File: src/rtl/surf_scan_sequencer.sv
// surf_scan_sequencer: buffers one plane of radius samples, streams them
// to an external plane surface calculator, waits for its pipeline to
// drain, then publishes the plane surface and accumulates the scan volume.
//
// Ports:
//   clk, rst               clock, synchronous active-high reset
//   start                  one-cycle scan request (honoured only in IDLE)
//   busy                   scan in progress
//   s_radius/s_valid/s_ready   radius sample stream (LOAD only)
//   calc_en/calc_radius    sample feed to the calculator
//   calc_surf              calculator result, sampled at end of DRAIN
//   m_surf/m_plane/m_last/m_valid/m_ready   per-plane result stream
//   vol                    running sum of accepted plane surfaces
//   done                   one-cycle pulse when the last plane is accepted
module surf_scan_sequencer #(
    parameter int N_SAMPLES    = 65,
    parameter int DRAIN_CYCLES = 6,
    parameter int N_PLANES     = 16
) (
    input  logic        clk,
    input  logic        rst,
    input  logic        start,
    output logic        busy,
    input  logic [15:0] s_radius,
    input  logic        s_valid,
    output logic        s_ready,
    output logic        calc_en,
    output logic [15:0] calc_radius,
    input  logic [31:0] calc_surf,
    output logic [31:0] m_surf,
    output logic [7:0]  m_plane,
    output logic        m_last,
    output logic        m_valid,
    input  logic        m_ready,
    output logic [47:0] vol,
    output logic        done
);

    localparam logic [2:0] IDLE  = 3'd0;
    localparam logic [2:0] LOAD  = 3'd1;
    localparam logic [2:0] FEED  = 3'd2;
    localparam logic [2:0] DRAIN = 3'd3;
    localparam logic [2:0] OUT   = 3'd4;

    localparam int AW = (N_SAMPLES > 1) ? $clog2(N_SAMPLES) : 1;
    localparam logic [AW-1:0] IDX0 = '0;
    localparam logic [7:0] SAMP_LAST  = 8'(N_SAMPLES - 1);
    localparam logic [7:0] DRAIN_LAST = 8'(DRAIN_CYCLES - 1);
    localparam logic [8:0] PLANE_LAST = 9'(N_PLANES - 1);

    logic [2:0]    state;
    logic [7:0]    cnt;
    logic [8:0]    plane;
    logic [AW-1:0] rd_idx;
    logic [15:0]   sample_buf [0:N_SAMPLES-1];

    // In FEED, cnt is the index currently on calc_radius; fetch the next.
    assign rd_idx = cnt[AW-1:0] + AW'(1);

    // s_ready is high exactly in LOAD, so s_valid alone marks a transfer.
    always_ff @(posedge clk) begin
        if (state == LOAD && s_valid) begin
            sample_buf[cnt[AW-1:0]] <= s_radius;
        end
    end

    always_ff @(posedge clk) begin
        if (rst) begin
            state       <= IDLE;
            cnt         <= '0;
            plane       <= '0;
            busy        <= 1'b0;
            s_ready     <= 1'b0;
            calc_en     <= 1'b0;
            calc_radius <= '0;
            m_surf      <= '0;
            m_plane     <= '0;
            m_last      <= 1'b0;
            m_valid     <= 1'b0;
            vol         <= '0;
            done        <= 1'b0;
        end else begin
            done <= 1'b0;
            unique case (state)
                IDLE: begin
                    // busy stays up through the done cycle, drops here
                    busy <= 1'b0;
                    if (start) begin
                        state   <= LOAD;
                        busy    <= 1'b1;
                        s_ready <= 1'b1;
                        cnt     <= '0;
                        plane   <= '0;
                        vol     <= '0;
                    end
                end
                LOAD: begin
                    if (s_valid) begin
                        if (cnt == SAMP_LAST) begin
                            state       <= FEED;
                            cnt         <= '0;
                            s_ready     <= 1'b0;
                            calc_en     <= 1'b1;
                            calc_radius <= sample_buf[IDX0];
                        end else begin
                            cnt <= cnt + 8'd1;
                        end
                    end
                end
                FEED: begin
                    if (cnt == SAMP_LAST) begin
                        state   <= DRAIN;
                        cnt     <= '0;
                        calc_en <= 1'b0;
                    end else begin
                        cnt         <= cnt + 8'd1;
                        calc_radius <= sample_buf[rd_idx];
                    end
                end
                DRAIN: begin
                    if (cnt == DRAIN_LAST) begin
                        state   <= OUT;
                        cnt     <= '0;
                        m_surf  <= calc_surf;
                        m_plane <= plane[7:0];
                        m_last  <= (plane == PLANE_LAST);
                        m_valid <= 1'b1;
                    end else begin
                        cnt <= cnt + 8'd1;
                    end
                end
                OUT: begin
                    if (m_ready) begin
                        m_valid <= 1'b0;
                        m_last  <= 1'b0;
                        vol     <= vol + {16'd0, m_surf};
                        plane   <= plane + 9'd1;
                        if (m_last) begin
                            state <= IDLE;
                            done  <= 1'b1;
                        end else begin
                            state   <= LOAD;
                            s_ready <= 1'b1;
                        end
                    end
                end
                default: begin
                    state <= IDLE;
                end
            endcase
        end
    end

endmodule

File: config.mk
export PLATFORM = sky130hd
export DESIGN_NAME = surf_scan_sequencer
export DESIGN_NICKNAME = d
export VERILOG_FILES = /design/src/rtl/surf_scan_sequencer.sv
export SDC_FILE = /design/constraint.sdc
export NUM_CORES = 1
export LEC_CHECK = 0
export ABC_CLOCK_PERIOD_IN_PS = 6100
export BUFFER_PORTS_ARGS = -buffer_cell sky130_fd_sc_hd__buf_2
export CAP_MARGIN = 20
export CORE_ASPECT_RATIO = 0.8
export CORE_MARGIN = 5
export CORE_UTILIZATION = 30
export CTS_CLUSTER_DIAMETER = 30
export DETAILED_ROUTE_END_ITERATION = 7
export PLACE_DENSITY = 0.46
export SYNTH_ARGS = -nofsm -noshare
export SYNTH_HDL_FRONTEND = slang
export SYNTH_SLANG_ARGS = --single-unit
export TNS_END_PERCENT = 100
File: constraint.sdc
create_clock -name clk -period 6.1 [get_ports clk]
set_input_delay 1.83 -clock clk [delete_from_list [all_inputs] [get_ports clk]]
set_output_delay 1.83 -clock clk [all_outputs]
set_load 0.02 [all_outputs]
# --- After elaboration in Yosys (flattened, before gate mapping) ---
# Memories as Yosys holds them, arrays and structs flattened.
# Cells that the tools add are included.
word_totals:
  input_bits: 53
  register_bits: 130
  ramBits: 1040
  memories: 1
  out_inout_bits: 110
  elab_cells: 92
memory_table:
  columns: ["memory", "words", "word_bits", "read_ports", "rd_ports_with_merged_regs", "write_ports", "line_no", "text"]
  rows:
  - ["sample_buf", 65, 16, 2, 0, 1, "55", "logic [15:0] sample_buf [0:N_SAMPLES-1];"]
classes:
  reduce_logical: 16
  bitwise_logic: 2
  addsub: 4
  eq_ne: 15
  n_mux: 41
ops:
  columns: ["cell", "count"]
  rows:
  - ["48-bit two-way mux", 2]
  - ["48-bit one-hot mux with 2 select lines", 1]
  - ["48-bit by 32-bit adder with 48-bit output", 1]
  - ["16-bit two-way mux", 3]
  - ["8-bit two-way mux", 4]
  - ["16-bit one-hot mux with 2 select lines", 1]
  - ["8-bit one-hot mux with 4 select lines", 1]
  - ["3-bit two-way mux", 6]
  - ["9-bit two-way mux", 2]
  - ["9-bit one-hot mux with 2 select lines", 1]
  - ["1-bit two-way mux", 15]
  - ["3-bit one-hot mux with 5 select lines", 1]
  - ["2-bit != test, second input constant", 7]
  - ["6-bit AND reduction", 2]
  - ["9-bit by 1-bit adder with 9-bit output, second input constant", 1]
  - ["9-bit by 4-bit == test with 1-bit output, second input constant", 1]
  - ["3-bit AND reduction", 3]
  - ["8-bit by 1-bit adder with 8-bit output, second input constant", 1]
  - ["8-bit by 3-bit == test with 1-bit output, second input constant", 1]
  - ["8-bit by 7-bit == test with 1-bit output, second input constant", 1]
  - ["4-bit AND reduction", 2]
  - ["7-bit by 1-bit adder with 7-bit output, second input constant", 1]
  - ["3-bit by 2-bit == test with 1-bit output, second input constant", 2]
  - ["1-bit one-hot mux with 2 select lines", 3]
  - ["12 further kinds", 15]

# --- Depth between registers and ports, before layout ---
logic_depth:
  word_depth: 4
  ltp_mapped: 15
  mapped_depth_nobuf: 10

# --- Least setup slack after synthesis ---
# No wires, ideal clock.
synth_path:
  path_type: "reg2reg"
  start: "reg cnt[0]"
  end: "reg calc_radius[8]"
  stages_incl_launch_ff: 16
  setup_time_ps: 128
  slack_ps: 2279
  required_time_ps: 5972
  n_path_buf: 7
  arrival_ps: 3693
  synth_period_minus_slack_ps: 3821
  cell_sequence: "dfxtp_1 -> buf_6 -> buf_1 -> buf_2 -> inv_1 -> ha_1 -> clkbuf_1 -> buf_2 -> clkbuf_1 -> clkbuf_1 -> mux4_2 -> mux4_2 -> mux2i_1 -> o211ai_1 -> o22ai_1 -> nor2_1"
synth_via:
  elab_chain_cells: 4
  word_cells_on_any_way: 8
  cone_classes: "1 x add/sub; 3 x eq/ne; 2 x mux; 1 x reduce/logical; 1 x memory"
synth_lines:
  columns: ["element", "line_no", "text"]
  rows:
  - ["from (decl)", "52", "logic [7:0] cnt;"]
  - ["from (signal assigned)", "106", "cnt <= cnt + 8'd1;"]
  - ["from (signal assigned)", "116", "cnt <= cnt + 8'd1;"]
  - ["from (signal assigned)", "129", "cnt <= cnt + 8'd1;"]
  - ["7-bit by 1-bit adder with 7-bit output", "58", "assign rd_idx = cnt[AW-1:0] + AW'(1);"]
  - ["memory 65 x 16 bit", null, null]
  - ["16-bit two-way mux", "111", "if (cnt == SAMP_LAST) begin"]
  - ["16-bit one-hot mux with 2 select lines", "84", "unique case (state)"]
  - ["to (signal assigned)", "104", "calc_radius <= sample_buf[IDX0];"]
  - ["to (signal assigned)", "117", "calc_radius <= sample_buf[rd_idx];"]
  - ["to (decl)", "28", "output logic [15:0] calc_radius,"]
# Several ways; a longest one is shown, not always the timed one. The select of a mux whose other input is x is not followed.
# A chain may end at the register's enable or synchronous reset.

# --- Worst setup path in the final report ---
layout_path:
  start: "reg cnt[0]"
  end: "reg calc_radius[11]"
# Same word-level chain as after synthesis.

==> results by group <==
Global routing
  • Vias in the first global route: 27200
  • Initial antenna violation count: 9
  • Largest net degree at the start of global routing: 90
  • GRT Util Overall: 0.162
  • Global-route wire length before repair: 194 mm
  • Total global routing overflow: 0

Hold path
  • Hold Crit Class: flip-flop to flip-flop
  • Hold Path Depth: 2
  • Critical hold path startpoint: m_plane[1]$_SDFFE_PP0P_
  • WHS Endpoint: m_plane[1]$_SDFFE_PP0P_

Cells and area
  • Area delta synth->final: 27.7%
  • Layout Nets: 3092
  • Register area: 0.0338 mm²
  • Finished Cell Area: between 0.06 and 0.07 mm²
  • Area of the multi-input gates: between 0.01 and 0.015 mm²
  • Ratio of cells with drive above 1 in the final layout: 0.322
  • Finished Core Util: 0.384
  • Filler Cells Inserted: 14200

Timing
  • Worst Tran Pin Value: 1.41 ns
  • Setup TNS: 0 ns
  • Clk_skew: 0.0405 ns
  • Worst-case hold slack: around 0.45 ns
  • Final Hold Fails: 0
  • RSZ-0062 raised after global routing: no
  • Crit share post-route: 0.838
  • Pins Over Slew Limit: 0
  • Crit path time final: 5.11 ns
  • Slew headroom: 0.0628
  • Final setup fails: 0
  • Achievable Freq: between 150 and 200 MHz

Yosys
  • Syn. warnings: 0
  • FF+latch count, synth: 1170
  • Mux cell area share after synthesis: 0.162
  • Post-Synth XOR/XNOR Area: 0.00667
  • Sequential fraction of the synthesis area: 0.718
  • Cell variety after synth: 68
  • Synth Area in Compound Gates: 0.0370
  • Synth Area in Simple Gates: 0.0518
  • Synth Area per Inst: 18.3 µm²
  • Largest family of logic cells by synthesized area: multiplexers
  • Synth Area in Adders: 0.00999
  • Post-synth EDFFs: 1040
  • Cells after synthesis: roughly 2600
  • Ys async rst share: 0
  • Synth Flop Type: edfxtp_1
  • Syn Nets: 2666
  • Post-synthesis cell area: 0.0471 mm²

Worst setup path
  • Worst Setup SP: cnt[0]$_SDFFE_PP0P_
  • Reg2reg start: cnt[0]$_SDFFE_PP0P_
  • Crit path DAT: 5.82 ns
  • FF-to-FF End: calc_radius[11]$_SDFFE_PP0P_
  • CP Max Fanout: 34
  • Worst Setup End Kind: flip-flop
  • WS Path Type: flip-flop to flip-flop
  • Startpoint class of the critical path: flip-flop
  • Flop-to-flop setup slack: 0.99 ns
  • Req. time, crit path: just under 7 ns
  • R2R cell count: 9

Clock tree
  • CTS H-tree depth: 5
  • Num CTS Buffers: between 200 and 300
  • Clock sinks: roughly 1200
  • CTS tree: done
  • Clock transition at the registers of the reported paths: 0.05 ns
  • Post-CTS Resized: 0
  • Postcts setup bufs: 0
  • CTS root buf: clkbuf_16
  • Cts hold-fix bufs: 0
  • Clk_lat worst skew: 0.84 ns
  • Max clock buf depth: 4

Route
  • Wirelength per Cell: 25.5 µm
  • Final WL: 135 mm
  • Final ANT Viol Nets: 0
  • DRT Pass-1 Iters: 5
  • Violation count after the first detailed-route iteration: 2587
  • Via/cell ratio: roughly 5
  • Via count: about 27000
  • Drt drc: 0

Placement
  • RePlAce Congestion: 0.845
  • DP HPWL: 81.0 mm
  • DP Area: 0.0510 mm²
  • IO Port Bufs: 162

Floorplanning
  • Rows: 130
  • Top Ports: between 150 and 200
  • Die ar.: 0.165 mm²
  • Core ar.: 0.157 mm²
  • Die width: 453 µm
  • Die height: 364 µm
  • Starting density of the core: 0.301

Pwr
  • Leakage power: 0.0203 µW
  • VDD IR max: 0.219 mV
  • Power Dens Cells: roughly 440 mW/mm²

Status
  • Status: complete, no violations

Job
  • Max cap viols: 0
-- power breakdown --
part | switching, µW | total (µW) | internal (µW)
registers | 129 | 8950 | 8820
clock network | 4330 | 14400 | 10000
logic | 1800 | 3280 | 1490
-- metal layers --
layer | up-vias | part of all wire | track usage | wire length [µm]
met5 | - | 0.000096 | 0 | 13
met4 | 2 | 0.026 | 0.0537 | 3540
met3 | 259 | 0.079 | 0.0396 | 10700
met2 | 1105 | 0.45 | 0.246 | 61400
met1 | 13900 | 0.44 | 0.228 | 59800
li1 | 11400 | - | - | -
-- how the worst max path moves through the flow --
| stage | endpoint | slack, ns | depth (start not counted) |
|---|---|---|---|
| final | calc_radius[11]$_SDFFE_PP0P_ | 0.99 | 9 |
| after floorplan | calc_radius[8]$_SDFFE_PP0P_ | 2.28 | 15 |
| after global placement | calc_radius[11]$_SDFFE_PP0P_ | 0.96 | 9 |
| after detailed placement | calc_radius[9]$_SDFFE_PP0P_ | 1.00 | 10 |
| after CTS | calc_radius[9]$_SDFFE_PP0P_ | 1.01 | 10 |
| after global routing | calc_radius[11]$_SDFFE_PP0P_ | 0.82 | 9 |
-- state kept, by name (all words and copies together), names as in the netlist --
register / flops
cnt: 8
m_last: 1
done: 1
m_plane: 8
s_ready: 1
calc_en: 1
sample_buf: 1040
m_valid: 1
busy: 1
calc_radius: 16
m_surf: 32
vol: 48
state: 3
plane: 9
-- cells in the mapped netlist (all sizes together) (7+ instances only) --
cell type / n / area, µm²
xor2: 21 / 184
a31oi: 12 / 75.1
a21oi: 119 / 596
dfxtp: 130 / 2600
nor4: 9 / 56.3
buf: 48 / 290
ha: 36 / 450
clkbuf: 93 / 349
mux4: 320 / 7240
mux2i: 31 / 310
nand2: 187 / 702
and2: 8 / 50.1
a22oi: 18 / 135
nand2b: 16 / 100
xnor2: 14 / 130
nor2b: 10 / 62.6
inv: 11 / 41.3
a21o: 21 / 158
edfxtp: 1040 / 31200
a221oi: 10 / 87.6
o21ai: 50 / 250
nor3: 32 / 160
mux2: 7 / 78.8
or3: 15 / 93.8
nand4: 20 / 125
nor2: 171 / 642
a211oi: 9 / 72.6
nand3: 38 / 190
and3: 15 / 93.8
-- layout make-up --
type,count,share of cell area
Clock inverter,147,0.0296
Timing Repair Buffer,289,0.0312
Tap cell,2112,0.0439
Clock buffer,325,0.122
Multi-Input combinational cell,1254,0.211
Sequential cell,1170,0.562
Antenna cell,3,0.000125
Inverter,11,0.000686
-- logic make-up (layout without fill, tap and decap cells) --
| family | after synthesis | in the layout |
|---|---|---|
| AOI/OAI and AO/OA | 282 | 282 |
| xor gates and xnor gates | 35 | 35 |
| adders and majority gates | 37 | 37 |
| buffers and inverters | 152 | 772 |
| DFF | 1170 | 1170 |
| muxes | 358 | 358 |
| other | 0 | 3 |
| and+or+nand+nor | 542 | 542 |
-- per-stage QoR --
stage          power, µW  instances  setup slack, ns
2_1_floorplan      11200       2576             2.28
3_3_place_gp       12300       4830            0.959
3_5_place_dp       12400       4831             1.00
4_1_cts            26900       5303             1.01
5_1_grt            27500       5309            0.821
6_report           26600       5311            0.989
-- worst max-delay path: stages, from the launching register on --
cell and delay (ns):
dfxtp_4 0.72, nand3_1 0.50, xnor2_4 0.71, buf_12 0.38, mux4_1 0.67, mux2_2 0.31, a221oi_1 1.13, o21ai_1 0.16
nor2_1 0.16, nor3_1 0.07
-- cells in the final DEF (no fill, tap or decap), drive strengths merged, types with 31 or more instances in the layout --
cell / count
a21oi: 119
buf: 288
bufinv: 37
clkbuf: 326
clkinv: 81
dfxtp: 130
edfxtp: 1040
ha: 36
mux2i: 31
mux4: 320
nand2: 187
nand3: 38
nor2: 171
nor3: 32
o21ai: 50
No activity file was read; power rests on OpenSTA's default activity.
